==> src/rtl/unit_op_pkg.sv <==
// Shared types and constants for the unit-decoder request initiator.
// Op id 0 means "no completion", so issued ids run 1..255.
package unit_op_pkg;

  typedef struct packed {
    logic       wr;
    logic [7:0] addr;
    logic [7:0] data;
  } cmd_t;

  typedef enum logic [1:0] {
    IDLE,
    ISSUE,
    STALL
  } state_e;

  localparam logic [7:0] OP_ID_NONE  = 8'd0;
  localparam logic [7:0] OP_ID_FIRST = 8'd1;

  function automatic logic [7:0] nextOpId(input logic [7:0] id);
    return (id == 8'd255) ? OP_ID_FIRST : id + 8'd1;
  endfunction

endpackage

==> src/rtl/unit_op_fifo.sv <==
// Registered command FIFO; a pushed entry becomes visible one edge later.
// o_next exposes the entry behind the head so back-to-back issue can load it.
module unit_op_fifo
  import unit_op_pkg::*;
#(
  parameter int DEPTH = 4
) (
  input  logic clock,
  input  logic rst,
  input  logic i_push,
  input  cmd_t i_data,
  input  logic i_pop,
  output cmd_t o_head,
  output cmd_t o_next,
  output logic o_empty,
  output logic o_full,
  output logic o_hasTwo
);

  localparam int AW = $clog2(DEPTH);
  localparam logic [AW:0] FULL_CNT = (AW + 1)'(DEPTH);
  localparam logic [AW:0] TWO_CNT  = (AW + 1)'(2);

  cmd_t          r_mem [DEPTH];
  logic [AW-1:0] r_wrPtr;
  logic [AW-1:0] r_rdPtr;
  logic [AW-1:0] w_rdNext;
  logic [AW:0]   r_count;
  logic          w_push;
  logic          w_pop;

  assign w_push   = i_push && !o_full;
  assign w_pop    = i_pop && !o_empty;
  assign w_rdNext = r_rdPtr + AW'(1);
  assign o_head   = r_mem[r_rdPtr];
  assign o_next   = r_mem[w_rdNext];
  assign o_empty  = (r_count == '0);
  assign o_full   = (r_count == FULL_CNT);
  assign o_hasTwo = (r_count >= TWO_CNT);

  always_ff @(posedge clock) begin
    if (w_push) r_mem[r_wrPtr] <= i_data;
  end

  always_ff @(posedge clock or posedge rst) begin
    if (rst) begin
      r_wrPtr <= '0;
      r_rdPtr <= '0;
      r_count <= '0;
    end else begin
      if (w_push) r_wrPtr <= r_wrPtr + AW'(1);
      if (w_pop)  r_rdPtr <= w_rdNext;
      r_count <= r_count + {{AW{1'b0}}, w_push} - {{AW{1'b0}}, w_pop};
    end
  end

endmodule

==> src/rtl/unit_op_initiator.sv <==
// Request-side master for the unit address decoder: queues commands, tags each
// with an op id, issues them and matches completions against a per-id scoreboard.
module unit_op_initiator
  import unit_op_pkg::*;
#(
  parameter int FIFO_DEPTH = 4,
  parameter int MAX_OUT    = 8,
  parameter int TIMEOUT    = 256
) (
  input  logic       clock,
  input  logic       rst,
  input  logic       en,
  input  logic       cmd_valid,
  output logic       cmd_ready,
  input  logic       cmd_wr,
  input  logic [7:0] cmd_addr,
  input  logic [7:0] cmd_data,
  output logic       enable_in,
  output logic       wr_rd_op,
  output logic       valid_in,
  output logic [7:0] addr_in,
  output logic [7:0] op_id_in,
  output logic [7:0] wr_data_in,
  input  logic       ready_out,
  input  logic [7:0] rd_data_out,
  input  logic [7:0] done_op_id,
  output logic       rsp_valid,
  output logic [7:0] rsp_op_id,
  output logic       rsp_wr,
  output logic [7:0] rsp_rd_data,
  output logic       busy,
  output logic       err_timeout,
  output logic       err_unexp
);

  localparam int TW = $clog2(TIMEOUT + 1);
  localparam logic [7:0]    MAX_OUT_L = 8'(MAX_OUT);
  localparam logic [TW-1:0] TIMEOUT_L = TW'(TIMEOUT);

  state_e        r_state;
  logic          r_valid, r_wr, r_started, r_enable;
  logic [7:0]    r_addr, r_data, r_opId, r_nextId, r_outstanding;
  logic [255:0]  r_pending, r_wrflag, w_pendNext;
  logic [TW-1:0] r_timer;
  logic          r_rspValid, r_rspWr, r_errTimeout, r_errUnexp;
  logic [7:0]    r_rspOpId, r_rspRdData;

  cmd_t       w_cmdIn, w_head, w_next, w_load;
  logic       w_empty, w_full, w_hasTwo, w_push, w_xfer, w_doneHit, w_doneBad;
  logic       w_avail, w_blocked, w_issueOk, w_validNext;
  logic [7:0] w_outNext, w_idNext;

  assign w_cmdIn   = '{wr: cmd_wr, addr: cmd_addr, data: cmd_data};
  assign w_push    = cmd_valid && cmd_ready;
  assign w_xfer    = r_valid && ready_out;
  assign w_doneHit = (done_op_id != OP_ID_NONE) && r_pending[done_op_id];
  assign w_doneBad = (done_op_id != OP_ID_NONE) && !r_pending[done_op_id];

  unit_op_fifo #(.DEPTH(FIFO_DEPTH)) u_fifo (
    .clock   (clock),
    .rst     (rst),
    .i_push  (w_push),
    .i_data  (w_cmdIn),
    .i_pop   (w_xfer),
    .o_head  (w_head),
    .o_next  (w_next),
    .o_empty (w_empty),
    .o_full  (w_full),
    .o_hasTwo(w_hasTwo)
  );

  // Issue decisions look at the scoreboard as it will be after this edge.
  always_comb begin
    w_pendNext = r_pending;
    if (w_xfer)    w_pendNext[r_opId] = 1'b1;
    if (w_doneHit) w_pendNext[done_op_id] = 1'b0;
  end

  assign w_outNext   = r_outstanding + {7'd0, w_xfer} - {7'd0, w_doneHit};
  assign w_idNext    = w_xfer ? nextOpId(r_nextId) : r_nextId;
  assign w_avail     = (r_state == ISSUE) ? w_hasTwo : !w_empty;
  assign w_load      = (r_state == ISSUE) ? w_next : w_head;
  assign w_blocked   = (w_outNext >= MAX_OUT_L) || w_pendNext[w_idNext];
  assign w_issueOk   = en && w_avail && !w_blocked;
  assign w_validNext = ((r_state != ISSUE) || w_xfer) ? w_issueOk : 1'b1;

  // A presented request only changes on its transfer edge, never withdrawn.
  always_ff @(posedge clock or posedge rst) begin
    if (rst) begin
      r_state <= IDLE;
      r_valid <= 1'b0;
      r_wr    <= 1'b0;
      r_addr  <= 8'd0;
      r_data  <= 8'd0;
      r_opId  <= OP_ID_NONE;
    end else if ((r_state != ISSUE) || w_xfer) begin
      if (w_issueOk) begin
        r_state <= ISSUE;
        r_valid <= 1'b1;
        r_wr    <= w_load.wr;
        r_addr  <= w_load.addr;
        r_data  <= w_load.wr ? w_load.data : 8'd0;
        r_opId  <= w_idNext;
      end else begin
        r_state <= w_blocked ? STALL : IDLE;
        r_valid <= 1'b0;
      end
    end
  end

  always_ff @(posedge clock or posedge rst) begin
    if (rst) begin
      r_started     <= 1'b0;
      r_enable      <= 1'b0;
      r_nextId      <= OP_ID_FIRST;
      r_outstanding <= 8'd0;
      r_pending     <= '0;
      r_wrflag      <= '0;
      r_timer       <= '0;
      r_rspValid    <= 1'b0;
      r_rspOpId     <= OP_ID_NONE;
      r_rspWr       <= 1'b0;
      r_rspRdData   <= 8'd0;
      r_errTimeout  <= 1'b0;
      r_errUnexp    <= 1'b0;
    end else begin
      r_started     <= 1'b1;
      r_enable      <= en || (w_outNext != 8'd0) || w_validNext;
      r_nextId      <= w_idNext;
      r_outstanding <= w_outNext;
      r_pending     <= w_pendNext;
      if (w_xfer) r_wrflag[r_opId] <= r_wr;
      r_rspValid  <= w_doneHit;
      r_rspOpId   <= w_doneHit ? done_op_id : OP_ID_NONE;
      r_rspWr     <= w_doneHit && r_wrflag[done_op_id];
      r_rspRdData <= (w_doneHit && !r_wrflag[done_op_id]) ? rd_data_out : 8'd0;
      if (w_doneBad) r_errUnexp <= 1'b1;
      // Saturating watchdog: progress or an empty scoreboard restarts it.
      if (w_doneHit || (w_outNext == 8'd0)) r_timer <= '0;
      else if (r_timer != TIMEOUT_L)        r_timer <= r_timer + TW'(1);
      if (r_timer == TIMEOUT_L) r_errTimeout <= 1'b1;
    end
  end

  assign cmd_ready   = r_started && !w_full;
  assign enable_in   = r_enable;
  assign wr_rd_op    = r_wr;
  assign valid_in    = r_valid;
  assign addr_in     = r_addr;
  assign op_id_in    = r_opId;
  assign wr_data_in  = r_data;
  assign rsp_valid   = r_rspValid;
  assign rsp_op_id   = r_rspOpId;
  assign rsp_wr      = r_rspWr;
  assign rsp_rd_data = r_rspRdData;
  assign busy        = !w_empty || (r_outstanding != 8'd0) || r_valid;
  assign err_timeout = r_errTimeout;
  assign err_unexp   = r_errUnexp;

endmodule
==> config.mk <==
export PLATFORM = sky130hd
export DESIGN_NAME = unit_op_initiator
export DESIGN_NICKNAME = d
export VERILOG_FILES = /design/src/rtl/unit_op_pkg.sv /design/src/rtl/unit_op_fifo.sv /design/src/rtl/unit_op_initiator.sv
export SDC_FILE = /design/constraint.sdc
export NUM_CORES = 2
export LEC_CHECK = 0
export ABC_CLOCK_PERIOD_IN_PS = 42000
export BUFFER_PORTS_ARGS = -buffer_cell sky130_fd_sc_hd__buf_4
export CORE_ASPECT_RATIO = 1.4
export CORE_MARGIN = 2
export CORE_UTILIZATION = 43
export CTS_BUF_LIST = sky130_fd_sc_hd__clkbuf_4
export DETAILED_ROUTE_END_ITERATION = 10
export GPL_TIMING_DRIVEN = 0
export PLACE_DENSITY = 0.64
export SETUP_SLACK_MARGIN = 0.3
export SLEW_MARGIN = 30
export SYNTH_ARGS = -nofsm -noshare
export SYNTH_HDL_FRONTEND = slang
export SYNTH_SLANG_ARGS = --single-unit
==> constraint.sdc <==
create_clock -name clock -period 42 [get_ports clock]
set_clock_uncertainty 0.1 [all_clocks]
set_input_delay 0 -clock clock [delete_from_list [all_inputs] [get_ports clock]]
set_output_delay 0 -clock clock [all_outputs]
set_load 0.005 [all_outputs]
==> impl_metrics.json <==
{
  "crit_top_cell": "clkbuf_1",
  "layout.nets": 3724,
  "cts_tree": "yes",
  "grt.met3_usage_pct": 19.0,
  "tns_ns": 0,
  "reg2reg_slack_ns": 31.73,
  "syn_area_per_cell_um2": 10.6,
  "drc": 0,
  "period_needed_ns": 10.62,
  "grt_max_degree": 90,
  "synth-seq-cells": 661,
  "place_congestion": 1.12,
  "grt_pass1_vias": 32900,
  "outcome": "completed",
  "tightestPinTransition_ns": 1.18,
  "syn_nets": 3359,
  "cp_max_fo": 10,
  "synth.largest_area_cell": "dfrtp_1",
  "power_leakage_nw": 17.8,
  "r2r-end": "op_id_in[6]$_DFFE_PP0P_",
  "syn_area_um2": 35000,
  "synthArstFlopShare_pct": 89.7,
  "antenna_found_initial": 20,
  "synth.area.top_cells": "dfrtp_1 (42%), mux2_2 (8.8%), a21oi_1 (6.9%), mux4_2 (6.0%), edfxtp_1 (5.8%)",
  "maxCapViolations": 0,
  "report.final.slew_viol_count": 0,
  "critPathLaunch": "done_op_id[1]",
  "syn_to_final_growth_pct": 16.5,
  "clockRootBuffer": "clkbuf_4",
  "synthFlopType": "dfrtp_1",
  "cpMaxStageDelayCell": "nor2_1",
  "hold_viol": 0,
  "fin_crit_sh_pct": 25.3,
  "drive_gt1_share_pct": 25.1,
  "rsz0062_at_grt": "no",
  "clock_latency_ns": 1.13,
  "yosysWarnings": 0,
  "pwr_density_cell_nw_per_um2": 45.7,
  "core-area_um2": 80500,
  "initial_core_util_pct": 43.5,
  "synth-seq-area-share_pct": 48.2,
  "met1_usage_pct": 48.0,
  "synth_top_cell_area_share_pct": 42.3,
  "wl_per_cell_um": 36.7,
  "synth_common_cells": "dfrtp_1 (592), a21oi_1 (486), nand2_1 (381)",
  "postRouteAntennaNets": 0,
  "gr-usage-met2_pct": 62.1,
  "worstPathRequired_ns": 42.85,
  "n_fill_cell": 7426,
  "critPathArrivalTime_ns": 11.47,
  "htree_levels": 4,
  "syn-instance-count": 3299,
  "die_h_um": 342,
  "ir_drop_v": 0.0000297,
  "grt_usage_pct": 42.8,
  "setup_violations": 0,
  "numClockSinks": 661,
  "vias": 33200,
  "viasPerCell": 6.82,
  "cts_resized": 0,
  "rows": 123,
  "cts_buffers": 172,
  "regToRegStartpoint": "r_pending[163]$_DFF_PP0_",
  "dieWidth_um": 245,
  "drt_iter0_markers": 4962,
  "hpwl_mm": 121,
  "path_class": "primary input to register",
  "overflow": 0,
  "fmax_ghz": 0.0941,
  "die_area_um2": 83700,
  "dr.pass1.iters": 8,
  "busiest_layer": "met2",
  "multi_input_area_um2": 16900,
  "power_w": 0.00186,
  "worstHoldPathType": "primary input to asynchronous set/reset pin",
  "crit_path_end_kind": "register",
  "start_kind": "primary input",
  "synth_edf_count": 68,
  "relSlewSlack_pct": 21.0,
  "io_pins": 87,
  "grt_pass1_wl_mm": 249,
  "crit_path_end": "op_id_in[6]$_DFFE_PP0P_",
  "drt-total-wl_mm": 179,
  "rr_worst_depth": 31,
  "yosysMostFrequentCell": "dfrtp_1",
  "slowest_delay_ns": 0.82,
  "ys_types": 87,
  "ff_latch_area_um2": 16900,
  "port_buffers": 82,
  "cts_buffer_depth": 3,
  "path_clk_slew_ns": 0.07
}
-- layout by cell type (no fill, tap or decap), types with 32 or more instances in the layout --
cell and n:
a211oi_1 32, mux4_2 93, clkinv_1 53, nor2_1 133, clkbuf_1 174, buf_4 94, a21oi_1 484, nor3_1 58
edfxtp_1 68, nand3_1 41, dlygate4sd3_1 71, o22ai_1 33, o21ai_0 45, clkbuf_4 245, a22oi_1 69, clkbuf_2 69
nand2_1 380, dfrtp_1 592, a31oi_1 93, mux2i_1 110, buf_2 33, mux2_2 275
-- flip-flops by register name, summed over array words and instances (netlist names) --
register	flops
u_fifo.r_count	3
u_fifo.r_rdPtr	2
addr_in	8
err_unexp	1
r_nextId	8
r_outstanding	8
r_started	1
r_timer	9
rsp_valid	1
u_fifo.r_mem	68
op_id_in	8
rsp_op_id	8
err_timeout	1
r_wrflag	256
u_fifo.r_wrPtr	2
rsp_wr	1
r_pending	256
r_state	2
wr_rd_op	1
wr_data_in	8
enable_in	1
rsp_rd_data	8
-- per-layer routing --
| layer | up-vias | share of wire [%] |
|---|---|---|
| li1 | 13100 | - |
| met1 | 16400 | 34 |
| met2 | 2654 | 43 |
| met3 | 1046 | 13 |
| met4 | 18 | 11 |
| met5 | - | 0.076 |
-- how the worst min path moves through the flow --
stage                        from                            end  slack [ns]  depth (start not counted)
finish                        rst        r_pending[19]$_DFF_PP0_        0.06                          5
global route        done_op_id[0]         rsp_op_id[7]$_DFF_PP0_        0.09                          9
global placement      cmd_addr[2]  u_fifo.r_mem[1][10]$_DFFE_PP_        0.10                          1
CTS                 done_op_id[4]         rsp_op_id[4]$_DFF_PP0_        0.01                          4
detailed placement            rst          err_unexp$_DFFE_PP0P_       -0.19                          2
floorplan             cmd_data[0]   u_fifo.r_mem[0][0]$_DFFE_PP_      -0.001                          0
-- cell families after synthesis --
kind of cell               count (synthesis)  synth area share (%)
other                                      1                0.0107
adders and majority gates                 22                 0.829
AOI/OAI and AO/OA                        946                  16.8
DFF                                      661                  48.2
and+or+nand+nor                          793                  10.2
muxes                                    500                  18.9
xor gates and xnor gates                  28                 0.701
buffers and inverters                    348                  4.25
-- metrics by stage --
step	utilization (%)	hold WS [ns]	instance area, µm²	std cells	setup WS (ns)
after global placement	45.9	0.104	36900	4443	17.67
after global routing	50.6	0.0932	40800	4864	31.47
after CTS	50.5	0.0139	40700	4859	31.75
after detailed placement	46.9	-0.188	37800	4479	31.15
after floorplan	-	-0.00113	35000	3299	25.31
final	50.7	0.0556	40800	4871	31.38
-- power breakdown --
| part | internal (W) | leakage (nW) | switching, W |
|---|---|---|---|
| registers | 0.000675 | 8.82 | 0.0000182 |
| logic | 0.000155 | 7.69 | 0.000430 |
| clock network | 0.000293 | 1.31 | 0.000292 |
| total | 0.00112 | 17.8 | 0.000739 |
-- worst max-delay path, delay by kind of cell --
family / cells / cell delay, ns
and+or+nand+nor: 9 / 2.61
xor gates and xnor gates: 2 / 0.28
buffers and inverters: 9 / 3.77
adders and majority gates: 2 / 0.65
AOI/OAI and AO/OA: 11 / 3.74
muxes: 1 / 0.32
-- final cells by class --
cell class	instances	share of cell area, %
sequential	661	41.4
multi-input combinational	2290	41.4
timing repair buffer	191	4.53
tap	1062	3.26
antenna	10	0.0614
inverter	34	0.331
clock buffer	245	4.51
buffer	314	3.57
clock inverter	64	0.890
-- what timing repair did --
| action | in CTS | in global routing |
|---|---|---|
| hold endpoints to repair | 734 | 0 |
| setup buffers | 0 | 0 |
| hold buffers | 71 | 0 |
(Power assumes the default switching activity.)
